[src/rtl/freqdiv_bank_pkg.sv]
// Shared definitions for the programmable clock-enable divider bank.
//   chan_state_e : per-channel IDLE/RUN state
//   MIN_DIV      : smallest divisor a channel will run with
//   chw_of()     : channel-select width, never less than 1 bit
package freqdiv_bank_pkg;

  typedef enum logic {
    ST_IDLE = 1'b0,
    ST_RUN  = 1'b1
  } chan_state_e;

  localparam int unsigned MIN_DIV = 2;

  function automatic int unsigned chw_of(input int unsigned n);
    return (n <= 1) ? 1 : $clog2(n);
  endfunction

endpackage

[src/rtl/freqdiv_chan.sv]
// One programmable divider channel: IDLE/RUN FSM, period counter, shadow divisor.
//   clk, reset     : clock, synchronous active-low reset
//   en             : run enable
//   sync           : restart at count 0 when running
//   ld, ld_div     : shadow divisor write strobe and value
//   clk_out        : divided output, high for ceil(div/2) cycles of each period
//   tick           : high on the first cycle of each period
//   active         : channel is in RUN
module freqdiv_chan
  import freqdiv_bank_pkg::*;
#(
  parameter int unsigned WIDTH       = 8,
  parameter int unsigned DEFAULT_DIV = 2
) (
  input  logic             clk,
  input  logic             reset,
  input  logic             en,
  input  logic             sync,
  input  logic             ld,
  input  logic [WIDTH-1:0] ld_div,
  output logic             clk_out,
  output logic             tick,
  output logic             active
);

  chan_state_e      state_q, state_d;
  logic [WIDTH-1:0] cnt_q, cnt_d;
  logic [WIDTH-1:0] cur_div_q, cur_div_d;
  logic [WIDTH-1:0] shadow_q, shadow_d;
  logic             clk_out_q, clk_out_d;
  logic             tick_q, tick_d;

  logic [WIDTH-1:0] load_div;
  logic             load_ok;
  logic [WIDTH:0]   half;
  logic [WIDTH-1:0] cnt_inc;
  logic             wrap;

  always_comb begin
    // A same-cycle write is visible to the load decision; otherwise the shadow is used.
    load_div  = ld ? ld_div : shadow_q;
    load_ok   = (load_div >= WIDTH'(MIN_DIV));
    half      = ({1'b0, cur_div_q} + (WIDTH + 1)'(1)) >> 1;
    cnt_inc   = cnt_q + WIDTH'(1);
    wrap      = (cnt_q == cur_div_q - WIDTH'(1));

    state_d   = state_q;
    cnt_d     = cnt_q;
    cur_div_d = cur_div_q;
    shadow_d  = ld ? ld_div : shadow_q;
    clk_out_d = 1'b0;
    tick_d    = 1'b0;

    unique case (state_q)
      ST_IDLE: begin
        cnt_d = '0;
        if (en && load_ok) begin
          state_d   = ST_RUN;
          cur_div_d = load_div;
          clk_out_d = 1'b1;
          tick_d    = 1'b1;
        end
      end
      ST_RUN: begin
        if (!en) begin
          state_d = ST_IDLE;
          cnt_d   = '0;
        end else if (sync || wrap) begin
          // sync landing on a natural wrap collapses into this single restart
          cnt_d = '0;
          if (load_ok) begin
            cur_div_d = load_div;
            clk_out_d = 1'b1;
            tick_d    = 1'b1;
          end else begin
            state_d = ST_IDLE;
          end
        end else begin
          cnt_d     = cnt_inc;
          clk_out_d = ({1'b0, cnt_inc} < half);
        end
      end
      default: begin
        state_d = ST_IDLE;
        cnt_d   = '0;
      end
    endcase
  end

  always_ff @(posedge clk) begin
    if (!reset) begin
      state_q   <= ST_IDLE;
      cnt_q     <= '0;
      cur_div_q <= WIDTH'(DEFAULT_DIV);
      shadow_q  <= WIDTH'(DEFAULT_DIV);
      clk_out_q <= 1'b0;
      tick_q    <= 1'b0;
    end else begin
      state_q   <= state_d;
      cnt_q     <= cnt_d;
      cur_div_q <= cur_div_d;
      shadow_q  <= shadow_d;
      clk_out_q <= clk_out_d;
      tick_q    <= tick_d;
    end
  end

  assign clk_out = clk_out_q;
  assign tick    = tick_q;
  assign active  = (state_q == ST_RUN);

endmodule

[src/rtl/freqdiv_bank.sv]
// Bank of NCH independent programmable clock-enable dividers.
//   clk, reset      : clock, synchronous active-low reset
//   en[NCH]         : per-channel run enable
//   sync            : phase-align all running channels to count 0
//   wr_en/wr_ch/wr_div : shadow divisor write; wr_ch >= NCH is ignored
//   clk_out[NCH]    : divided outputs
//   tick[NCH]       : period-start pulses
//   active[NCH]     : channel running
module freqdiv_bank
  import freqdiv_bank_pkg::*;
#(
  parameter  int unsigned NCH         = 4,
  parameter  int unsigned WIDTH       = 8,
  parameter  int unsigned DEFAULT_DIV = 2,
  localparam int unsigned CHW         = chw_of(NCH)
) (
  input  logic             clk,
  input  logic             reset,
  input  logic [NCH-1:0]   en,
  input  logic             sync,
  input  logic             wr_en,
  input  logic [CHW-1:0]   wr_ch,
  input  logic [WIDTH-1:0] wr_div,
  output logic [NCH-1:0]   clk_out,
  output logic [NCH-1:0]   tick,
  output logic [NCH-1:0]   active
);

  logic [NCH-1:0] ld;

  always_comb begin
    ld = '0;
    for (int unsigned i = 0; i < NCH; i++) begin
      ld[i] = wr_en && (32'(wr_ch) == i);
    end
  end

  for (genvar g = 0; g < NCH; g++) begin : g_chan
    freqdiv_chan #(
      .WIDTH      (WIDTH),
      .DEFAULT_DIV(DEFAULT_DIV)
    ) u_chan (
      .clk    (clk),
      .reset  (reset),
      .en     (en[g]),
      .sync   (sync),
      .ld     (ld[g]),
      .ld_div (wr_div),
      .clk_out(clk_out[g]),
      .tick   (tick[g]),
      .active (active[g])
    );
  end

endmodule
[config.mk]
export PLATFORM = sky130hd
export DESIGN_NAME = freqdiv_bank
export DESIGN_NICKNAME = d
export VERILOG_FILES = /design/src/rtl/freqdiv_bank_pkg.sv /design/src/rtl/freqdiv_chan.sv /design/src/rtl/freqdiv_bank.sv
export SDC_FILE = /design/constraint.sdc
export NUM_CORES = 1
export LEC_CHECK = 0
export CAP_MARGIN = 10
export CORE_MARGIN = 2
export CORE_UTILIZATION = 60
export CTS_CLUSTER_DIAMETER = 60
export DETAILED_ROUTE_END_ITERATION = 10
export HOLD_SLACK_MARGIN = 0.08
export PLACE_DENSITY = 0.79
export SLEW_MARGIN = 20
export SYNTH_ARGS = -nofsm -noshare
export SYNTH_HDL_FRONTEND = slang
export SYNTH_HIERARCHICAL = 1
export SYNTH_SLANG_ARGS = --single-unit
[constraint.sdc]
create_clock -name clk -period 4.25 [get_ports clk]
set_input_delay 0.85 -clock clk [delete_from_list [all_inputs] [get_ports clk]]
set_output_delay 0.85 -clock clk [all_outputs]
set_load 0.02 [all_outputs]
==> results.tsv <==
stage	metric	value	unit
detailed_routing	Iter 0 DRT Violations	262	
worst_setup_path	kind of critical path	in -> reg	
die	die footprint	11700	sq um
global_route	Global Route Usage Sum	25.5	%
synthesis	sequential area share after synthesis	33.2	%
die	# IOs	30	
worst_setup_path	Worst EP required	4.53	ns
sta	Worst Skew	0.00956	ns
worst_setup_path	slowest CP cell	a21oi_1	
global_route	first-pass GRT wire length	23.7	mm
global_route	largest net degree at the start of global routing	27	
placement	placed cell count	839	
placement	Setup WS pre-CTS	0.761	ns
clocking	clock buffer depth	2	
die	Die Span Y	108	um
outcome	status	finished, final reports clean	
worst_setup_path	CP peak stage delay	0.57	ns
sta	fmax	0.323	GHz
clocking	TritonCTS clock tree	built	
clocking	clock latency on the worst-skew pair	0.39	ns
clocking	Post-CTS Setup Bufs	0	
global_route	number of global-route vias before repair	4913	
worst_setup_path	CP top delay family	simple AND/OR/NAND/NOR gates	
sta	hold_ws	0.509	ns
die	Die W	108	um
sta	Slew Limit Fails	0	
detailed_routing	vias after detailed routing	5100	
worst_setup_path	WP buf/inv	1	
clocking	post-cts resize count	0	
worst_setup_path	critical-path cell list	clkdlybuf4s50_1, and3b_1, or4b_1, o21ai_0, a21oi_1, nand2b_1, nand3_1, a32o_1	
synthesis	Ys Warns	6	
sta	setup ws final	1.16	ns
die	row count	38	
layout	Nets	768	
synthesis	register bit count reported by yosys	108	
synthesis	synthesized area per cell	9.28	sq um
worst_setup_path	Critical Path End Type	register	
layout	P&R area growth vs syn	7.45	%
synthesis	Synthesized Nets	760	
die	Initial Utilization	60.9	%
power_and_ir_drop	Pleak	2.56	nW
detailed_routing	routed wire length	14.1	mm
synthesis	Top FF cell, synth	dfxtp_1	
clocking	hold buffers post-CTS	0	
detailed_routing	DRC	0	
worst_setup_path	worst-path maximum fanout	10	
sta	final period utilization	72.8	%
sta	setup tns final	0	ns
clocking	clock slew at reported path FFs	0.09	ns
sta	post-layout min period	3.09	ns
sta	slew margin rel.	38.0	%
die	core area	10700	sq um
power_and_ir_drop	peak supply drop	0.223	mV
layout	Filler cells	878	
worst_setup_path	R2R setup slack	1.33	ns
synthesis	Unique masters post-synth	56	
clocking	H-tree depth	3	
sta	final hold violation count	0	
synthesis	FFs w/ async S/R, synth	0	%
clocking	CTS Buf Count	9	
job	Max-Cap Viols	0	
placement	Port Buf Inserts	29	
synthesis	Mapped Cells	702	
power_and_ir_drop	Pwr Density	284	nW/um^2
detailed_routing	wire per inst	16.5	um
global_route	initial antenna violation count	0	
synthesis	Cell Area, Synth	6510	sq um
global_route	total gr overflow	0	
detailed_routing	Avg Vias per Cell	5.97	
layout	share of cells above drive strength 1	6.30	%
detailed_routing	Antenna Nets Post-Route	0	
worst_setup_path	CP arrival	3.38	ns
clocking	CTS Root Buffer Type	clkbuf_8	
synthesis	Post-synth EDFFs	0	
detailed_routing	drt pass-1 iters	4	
sta	Worst-Margin Slew	0.928	ns
worst_setup_path	crit start category	primary input	
clocking	# clock sinks	108	
sta	Setup Viol. Count Final	0	
placement	RD Place Congestion	0.865	
placement	post-DP HPWL	10.5	mm
worst_hold_path	Hold WC Path Type	reg -> reg	
layout	ANT cells	0	
layout	final cell count without fillers	854	
sta	unrepaired setup endpoints after global routing	false	
area by class of cell:
class                           instances  area [sq um]  share of cell area, %
Inverter                               16          60.1                  0.858
Timing Repair Buffer                   32           313                   4.47
Clock inverter                          4          50.0                  0.715
Multi-Input combinational cell        543          4100                   58.5
Clock buffer                           11           141                   2.02
Sequential cell                       108          2160                   30.9
Tap cell                              140           175                   2.50
cell families after synthesis:
logic type / synth area share, %
adder cells (fa/ha/maj): 7.68
AND/OR/NAND/NOR: 23.9
XOR/XNOR: 11.6
multiplexers: 4.92
AO/OA/AOI/OAI: 14.9
buffers and inverters: 3.90
flip-flops: 33.2
stage by stage:
step | power, mW | instance area, sq um | util, %
finish | 1.99 | 7000 | 65.4
CTS | 2.01 | 7000 | 65.4
detailed placement | 1.37 | 6810 | 63.6
floorplan | 1.29 | 6510 | -
global placement | 1.36 | 6810 | 63.6
global route | 2.07 | 7000 | 65.4
state kept, by name (all words and copies together) (netlist names):
register and cells:
g_chan.u_chan/active 4, g_chan.u_chan/clk_out 4, g_chan.u_chan/cnt_q 32, g_chan.u_chan/cur_div_q 32, g_chan.u_chan/shadow_q 32, g_chan.u_chan/tick 4
final timing paths:
path,start,end,cells after the start
worst max-delay path,wr_ch[1],g_chan[1].u_chan/cur_div_q[3],8
worst min-delay path,g_chan[0].u_chan/shadow_q[1],g_chan[0].u_chan/shadow_q[1],2
worst max register to register,g_chan[3].u_chan/cur_div_q[1],g_chan[3].u_chan/clk_out,8
worst min register to register,g_chan[0].u_chan/shadow_q[1],g_chan[0].u_chan/shadow_q[1],2
worst register-to-register path: stages (launching register included):
cell	delay (ns)
dfxtp_1	0.39
inv_1	0.15
ha_1	0.21
or3b_4	0.40
or3_1	0.34
xnor2_1	0.13
a211o_1	0.44
o2111ai_2	0.60
a2bb2oi_1	0.14
cell usage after synthesis, drive strengths merged, types with 17 or more instances:
cell | number | area (sq um)
nand2 | 50 | 190
buf | 18 | 126
o21ai | 20 | 134
ha | 40 | 500
xnor2 | 48 | 420
nor2 | 31 | 116
clkbuf | 17 | 67.6
dfxtp | 108 | 2160
xor2 | 38 | 333
nor2b | 60 | 375
nor3 | 20 | 100
a32o | 28 | 280
nand3 | 29 | 145
mux2i | 32 | 320
placed cells by master (no fill, tap or decap), types with 29 or more instances in the layout:
| master | netlist | layout |
|---|---|---|
| dfxtp_1 | 108 | 108 |
| nand3_1 | 29 | 29 |
| ha_1 | 40 | 40 |
| clkdlybuf4s50_1 | 0 | 29 |
| xnor2_1 | 48 | 48 |
| nor2_1 | 31 | 31 |
| mux2i_1 | 32 | 32 |
| nor2b_1 | 60 | 60 |
| nand2_1 | 49 | 49 |
| xor2_1 | 38 | 38 |
power breakdown:
part / internal [mW] / leakage (nW) / switching (mW) / total (mW)
combinational: 0.128 / 1.59 / 0.151 / 0.279
sequential: 1.04 / 0.877 / 0.0313 / 1.07
clock: 0.285 / 0.0914 / 0.352 / 0.637
total: 1.45 / 2.56 / 0.535 / 1.99
routing by layer:
layer / share of wire, % / wire [um] / track usage (%) / vias up
met3: 3.8 / 534 / 5.24 / 19
met1: 46 / 6420 / 32.8 / 2471
met4: 1.5 / 209 / 7.78 / 0
li1: - / - / - / 2539
met5: 0 / 0 / 0 / -
met2: 49 / 6930 / 43.2 / 71
Power figures use the tool's default switching activity.
